===== config.mk =====
export PLATFORM = sky130hd
export DESIGN_NAME = reg_wb_ctrl_flat
export DESIGN_NICKNAME = d
export VERILOG_FILES = /design/src/rtl/reg_wb_pkg.sv /design/src/rtl/reg_wb_ctrl_if.sv /design/src/rtl/reg_wb_ctrl_fifo.sv /design/src/rtl/reg_wb_ctrl.sv /design/src/flat_wrapper.sv
export SDC_FILE = /design/constraint.sdc
export NUM_CORES = 1
export LEC_CHECK = 0
export CELL_PAD_IN_SITES_DETAIL_PLACEMENT = 1
export CELL_PAD_IN_SITES_GLOBAL_PLACEMENT = 2
export CORE_UTILIZATION = 33
export DETAILED_ROUTE_END_ITERATION = 12
export PLACE_DENSITY_LB_ADDON = 0.1
export SYNTH_ARGS = -nofsm -noshare
export SYNTH_HDL_FRONTEND = slang
export SYNTH_SLANG_ARGS = --single-unit

===== constraint.sdc =====
create_clock -name clk -period 3.15 [get_ports clk]
set_input_delay 0.4725 -clock clk [delete_from_list [all_inputs] [get_ports clk]]
set_output_delay 0.4725 -clock clk [all_outputs]
set_load 0.01 [all_outputs]

===== src/rtl/reg_wb_pkg.sv =====
// Shared constants, the write-request record and helpers for the register-file write-back path.
package reg_wb_pkg;
    localparam int XLEN = 32;
    localparam int AW   = 5;
    localparam int NREG = 32;

    typedef struct packed {
        logic [AW-1:0]   rd;
        logic [XLEN-1:0] data;
    } wb_req_t;

    function automatic logic is_x0(input logic [AW-1:0] rd);
        return rd == '0;
    endfunction
endpackage


===== src/rtl/reg_wb_ctrl_if.sv =====
// Bus bundle between the EX/MEM result paths, the issue stage and reg_wb_ctrl.
// Forwarding signals exist only when WB_BYPASS_EN is defined.
interface reg_wb_ctrl_if;
    import reg_wb_pkg::*;

    logic            alu_valid;
    logic [AW-1:0]   alu_rd;
    logic [XLEN-1:0] alu_data;
    logic            ld_valid;
    logic            ld_ready;
    logic [AW-1:0]   ld_rd;
    logic [XLEN-1:0] ld_data;
    logic            iss_set;
    logic [AW-1:0]   iss_rd;
    logic [NREG-1:0] pend_mask;
    logic [AW-1:0]   a3;
    logic [XLEN-1:0] wd;
    logic            we;
`ifdef WB_BYPASS_EN
    logic [AW-1:0]   rs1;
    logic [AW-1:0]   rs2;
    logic            byp1_hit;
    logic            byp2_hit;
    logic [XLEN-1:0] byp1_data;
    logic [XLEN-1:0] byp2_data;
`endif

    modport slave (
        input  alu_valid, alu_rd, alu_data, ld_valid, ld_rd, ld_data, iss_set, iss_rd,
`ifdef WB_BYPASS_EN
        input  rs1, rs2,
        output byp1_hit, byp2_hit, byp1_data, byp2_data,
`endif
        output ld_ready, pend_mask, a3, wd, we
    );

    modport master (
        output alu_valid, alu_rd, alu_data, ld_valid, ld_rd, ld_data, iss_set, iss_rd,
`ifdef WB_BYPASS_EN
        output rs1, rs2,
        input  byp1_hit, byp2_hit, byp1_data, byp2_data,
`endif
        input  ld_ready, pend_mask, a3, wd, we
    );
endinterface


===== src/rtl/reg_wb_ctrl_fifo.sv =====
// wb_fifo: circular buffer of load write-back requests; pointers carry an extra wrap bit.
module wb_fifo
    import reg_wb_pkg::*;
#(
    parameter int DEPTH = 2
) (
    input  logic    clk,
    input  logic    rst,
    input  logic    push,
    input  logic    pop,
    input  wb_req_t din,
    output wb_req_t dout,
    output logic    full,
    output logic    empty
);
    localparam int PW = $clog2(DEPTH) + 1;

    logic [PW-1:0] wr_ptr;
    logic [PW-1:0] rd_ptr;
    wb_req_t       mem [DEPTH];
    logic          do_push;
    logic          do_pop;

    assign empty   = (wr_ptr == rd_ptr);
    assign full    = (wr_ptr[PW-1] != rd_ptr[PW-1]) && (wr_ptr[PW-2:0] == rd_ptr[PW-2:0]);
    // When full, a simultaneous pop frees the very slot the push lands in.
    assign do_push = push && (!full || pop);
    assign do_pop  = pop && !empty;
    assign dout    = mem[rd_ptr[PW-2:0]];

    always_ff @(posedge clk or negedge rst) begin
        if (!rst) begin
            wr_ptr <= '0;
            rd_ptr <= '0;
        end else begin
            if (do_push) wr_ptr <= wr_ptr + 1'b1;
            if (do_pop)  rd_ptr <= rd_ptr + 1'b1;
        end
    end

    always_ff @(posedge clk) begin
        if (do_push) mem[wr_ptr[PW-2:0]] <= din;
    end
endmodule


===== src/rtl/reg_wb_ctrl.sv =====
// reg_wb_ctrl: ALU/load write-back arbiter, registered register-file write port and pending-load
// scoreboard. Define WB_BYPASS_EN to add combinational forwarding from the write port.
module reg_wb_ctrl
    import reg_wb_pkg::*;
#(
    parameter int DEPTH = 2
) (
    input  logic          clk,
    input  logic          rst,
    reg_wb_ctrl_if.slave  wb
);
    wb_req_t         ld_req;
    wb_req_t         head;
    wb_req_t         sel;
    logic            fifo_full;
    logic            fifo_empty;
    logic            ld_push;
    logic            ld_pop;
    logic            sel_valid;
    logic            we_q;
    logic [AW-1:0]   a3_q;
    logic [XLEN-1:0] wd_q;
    logic [NREG-1:0] pend_q;
    logic [NREG-1:0] pend_nxt;

    assign ld_req  = '{rd: wb.ld_rd, data: wb.ld_data};
    assign ld_push = wb.ld_valid && !fifo_full;
    assign ld_pop  = !wb.alu_valid && !fifo_empty;

    wb_fifo #(.DEPTH(DEPTH)) u_fifo (
        .clk   (clk),
        .rst   (rst),
        .push  (ld_push),
        .pop   (ld_pop),
        .din   (ld_req),
        .dout  (head),
        .full  (fifo_full),
        .empty (fifo_empty)
    );

    assign sel_valid = wb.alu_valid || !fifo_empty;
    assign sel       = wb.alu_valid ? wb_req_t'{rd: wb.alu_rd, data: wb.alu_data} : head;

    // Set is applied after clear so a same-cycle re-dispatch keeps the register pending.
    always_comb begin
        pend_nxt = pend_q;
        if (ld_pop && !is_x0(head.rd))           pend_nxt[head.rd]   = 1'b0;
        if (wb.iss_set && !is_x0(wb.iss_rd))     pend_nxt[wb.iss_rd] = 1'b1;
    end

    always_ff @(posedge clk or negedge rst) begin
        if (!rst) begin
            we_q   <= 1'b0;
            a3_q   <= '0;
            wd_q   <= '0;
            pend_q <= '0;
        end else begin
            pend_q <= pend_nxt;
            if (sel_valid && !is_x0(sel.rd)) begin
                we_q <= 1'b1;
                a3_q <= sel.rd;
                wd_q <= sel.data;
            end else begin
                we_q <= 1'b0;
            end
        end
    end

    assign wb.ld_ready  = !fifo_full;
    assign wb.we        = we_q;
    assign wb.a3        = a3_q;
    assign wb.wd        = wd_q;
    assign wb.pend_mask = pend_q;

`ifdef WB_BYPASS_EN
    assign wb.byp1_hit  = we_q && (a3_q == wb.rs1) && !is_x0(a3_q);
    assign wb.byp2_hit  = we_q && (a3_q == wb.rs2) && !is_x0(a3_q);
    assign wb.byp1_data = wd_q;
    assign wb.byp2_data = wd_q;
`endif
endmodule


===== src/flat_wrapper.sv =====
// flat-port wrapper written by rule: the top's interface ports become plain ports
module reg_wb_ctrl_flat import reg_wb_pkg::*;
#(
    parameter int DEPTH = 2
)
  (clk, rst, wb_alu_valid, wb_alu_rd, wb_alu_data, wb_ld_valid, wb_ld_rd, wb_ld_data, wb_iss_set, wb_iss_rd, wb_ld_ready, wb_pend_mask, wb_a3, wb_wd, wb_we);
  reg_wb_ctrl_if wb_i ();
  input  logic clk;
  input  logic rst;
  input wire logic [$bits(wb_i.alu_valid)-1:0] wb_alu_valid;
  input wire logic [$bits(wb_i.alu_rd)-1:0] wb_alu_rd;
  input wire logic [$bits(wb_i.alu_data)-1:0] wb_alu_data;
  input wire logic [$bits(wb_i.ld_valid)-1:0] wb_ld_valid;
  input wire logic [$bits(wb_i.ld_rd)-1:0] wb_ld_rd;
  input wire logic [$bits(wb_i.ld_data)-1:0] wb_ld_data;
  input wire logic [$bits(wb_i.iss_set)-1:0] wb_iss_set;
  input wire logic [$bits(wb_i.iss_rd)-1:0] wb_iss_rd;
  output wire logic [$bits(wb_i.ld_ready)-1:0] wb_ld_ready;
  output wire logic [$bits(wb_i.pend_mask)-1:0] wb_pend_mask;
  output wire logic [$bits(wb_i.a3)-1:0] wb_a3;
  output wire logic [$bits(wb_i.wd)-1:0] wb_wd;
  output wire logic [$bits(wb_i.we)-1:0] wb_we;
  assign wb_i.alu_valid = wb_alu_valid;
  assign wb_i.alu_rd = wb_alu_rd;
  assign wb_i.alu_data = wb_alu_data;
  assign wb_i.ld_valid = wb_ld_valid;
  assign wb_i.ld_rd = wb_ld_rd;
  assign wb_i.ld_data = wb_ld_data;
  assign wb_i.iss_set = wb_iss_set;
  assign wb_i.iss_rd = wb_iss_rd;
  assign wb_ld_ready = wb_i.ld_ready;
  assign wb_pend_mask = wb_i.pend_mask;
  assign wb_a3 = wb_i.a3;
  assign wb_wd = wb_i.wd;
  assign wb_we = wb_i.we;
  reg_wb_ctrl #(.DEPTH(DEPTH)) u_core (.clk(clk), .rst(rst), .wb(wb_i));
endmodule

==> summary.txt <==
Final critical-path required period: 2.48 ns
Req. time, crit path: 2.68 ns
Max VDD drop: 0.445 mV
Worst-Margin Slew: 1.02 ns
Pleak: 3.35 nW
CTS tree: built
DIE WIDTH: 138 um
Dominant synthesized flop cell: edfxtp_1
Final period util: 78.6%
Worst skew pair latency: 0.42 ns
Wire per inst: 18.8 um
Worst hold path type: primary input to async pin
Largest net degree at the start of global routing: 75
Pre-CTS setup slack: 0.687 ns
Synth Net Count: 529
Crit Path Class: flop to output pin
CP endpoint kind: output pin
Clock Skew: 0.00687 ns
Row cnt: 49
Setup Fix Bufs, Post-CTS: 0
# hold bufs at CTS: 0
Register area share after synthesis: 66.6%
Core Box Area: 18100 um2
TritonRoute pass-1 iters: 8
All-Layer GR Usage: 17.3%
Inserted Diodes: 0
# H-tree levels: 4
Maximum clock insertion buffer count: 2
Max_slew headroom: 32.0%
Mapped Area: 6110 um2
RSZ-0062 raised after global routing: false
Data arrival, critical path: 2.00 ns
CTS Buf Count: 17
Maximum fanout along the worst path: 18
R2r setup slk: 0.89 ns
Detailed Route WL: 15900 um
Resize count post-CTS: 0
Synth Area per Inst: 13.7 um2
Die Ht: 138 um
Io pins: 155
Yosys warning count: 0
Layout Nets: 690
Area growth syn-to-layout: 39.4%
CTS Root Cell: clkbuf_16
Initial Utilization: 33.8%
Vias in the first global route: 4476
Fin area: 8520 um2
Pwr dens: 1010 nW/um2
Tot Pwr: 8.60 mW
EDFF count, synth: 74
Leading cell type in the layout, fill and taps excluded: clkdlybuf4s50_1
Crit Reg-Reg Endpoint: u_core.wb.wd[11]$_DFFE_PN0P_
Fin. Hold Viols: 0
GP Congestion: 0.726
DP Area: 7920 um2
Leading cell types in the layout, fill and taps excluded: clkdlybuf4s50_1, o21ai_0, edfxtp_1
Vias post-DR: 4144
Worst Slack Setup Final: 0.675 ns
Max cap viols: 0
1st-iter DRT viols: 118
Synth Instances: 445
Avg Vias per Cell: 4.89
RR Startpoint: u_core.u_fifo.rd_ptr[0]$_DFFE_PN0P_
Gr ovfl total: 0
Reg2Reg Depth: 6
Failing checks: design-rule violations
Fmax: 404 MHz
Outcome: finished with violations
Post-synth cell types: 39
Buffers on Ports: 154
CTS Sinks: 148
Final setup fails: 0
Async set-reset flop share out of synthesis: 50.0%
Setup_tns: 0 ns
Slew Limit Fails: 0
Critical Path Start Type: flop
Final ANT Viol Nets: 0
Die area: 19100 um2
Drt drc: 22
Register bit count reported by yosys: 148
Worst-path clk slew: 0.06 ns
Fraction of layout cells with a size suffix above 1: 12.4%
First-pass GRT wire length: 24600 um
Half-perimeter wire length after placement: 10800 um
Antenna violations before repair: 0
-- through the flow --
| step | cells | utilization, % | hold slack (ns) |
|---|---|---|---|
| finish | 848 | 47.1 | 0.220 |
| CTS | 848 | 47.1 | 0.279 |
| detailed placement | 816 | 43.8 | 0.366 |
| global route | 848 | 47.1 | 0.298 |
| global placement | 816 | 43.8 | 0.364 |
| floorplan | 445 | - | 0.177 |
-- sequential cells by signal, indices dropped and copies added, names as in the netlist --
signal / flops
u_core.u_fifo.wr_ptr: 2
u_core.wb.pend_mask: 32
u_core.wb.wd: 32
u_core.u_fifo.mem: 74
u_core.u_fifo.rd_ptr: 2
u_core.wb.a3: 5
u_core.wb.we: 1
-- report_power, final --
| group | leakage (nW) | switching (mW) | internal, mW | total (mW) |
|---|---|---|---|---|
| Combinational | 1.49 | 1.51 | 1.72 | 3.24 |
| Sequential | 1.57 | 0.419 | 2.86 | 3.28 |
| Clock | 0.284 | 0.757 | 1.32 | 2.07 |
| Total | 3.35 | 2.69 | 5.91 | 8.60 |
-- cell usage after synthesis, types with 2 or more instances --
cell type	count	area, um2
a21oi_1	2	10.0
a22oi_1	2	15.0
and3_1	2	12.5
buf_2	5	25.0
buf_6	4	45.0
clkbuf_1	8	30.0
dfrtp_1	74	1850
edfxtp_1	74	2220
inv_1	8	30.0
mux2_2	7	78.8
mux2_4	27	405
mux2i_1	35	350
nand2_1	48	180
nand2b_1	5	31.3
nand3_1	7	35.0
nor2_1	6	22.5
nor2b_1	5	31.3
o21ai_0	98	490
o21ai_1	2	10.0
o22ai_1	3	18.8
xnor2_1	4	35.0
xor2_1	2	17.5
-- layout make-up --
cell class	count	area, um2
tap	229	287
multi-input combinational	270	1910
fill	1848	9560
clock inverter	11	160
timing repair buffer	161	1620
inverter	8	30.0
sequential	148	4080
clock buffer	21	440
-- worst max-delay path by stage --
stage / from / end / slack, ns / cells past startpoint
4_1_cts: u_core.u_fifo.rd_ptr[0]$_DFFE_PN0P_ / wb_ld_ready / 0.66 / 3
3_5_place_dp: wb_alu_rd[4] / u_core.wb.wd[11]$_DFFE_PN0P_ / 0.69 / 7
5_1_grt: u_core.u_fifo.rd_ptr[0]$_DFFE_PN0P_ / wb_ld_ready / 0.53 / 3
6_report: u_core.u_fifo.rd_ptr[0]$_DFFE_PN0P_ / wb_ld_ready / 0.67 / 3
2_1_floorplan: u_core.u_fifo.rd_ptr[1]$_DFFE_PN0P_ / u_core.u_fifo.mem[0][0]$_DFFE_PP_ / 0.22 / 4
3_3_place_gp: wb_alu_rd[3] / u_core.wb.wd[11]$_DFFE_PN0P_ / 0.71 / 7
-- layer usage --
| metal | up-vias | GRT usage (%) | routed length, um |
|---|---|---|---|
| met1 | 2048 | 20.1 | 6850 |
| met2 | 119 | 29.8 | 7890 |
| met4 | 0 | 7.75 | 354 |
| li1 | 1947 | - | - |
| met3 | 30 | 4.78 | 810 |
| met5 | - | 0 | 0 |
-- worst max-delay path: stages, from the launching register on --
cell	delay (ns)
dfrtp_2	0.54
xnor2_1	0.36
nand2b_1	0.16
clkdlybuf4s50_1	0.51
-- cell families (layout without fill, tap and decap cells) --
family	count (synthesis)	in the layout	share of synthesized area [%]
simple gates	81	81	6.20
xor+xnor	6	6	0.859
buf+inv	27	201	2.31
mux	70	70	14.0
compound gates	113	113	9.99
flops	148	148	66.6
Note: power is estimated with default switching activity, not from simulation.
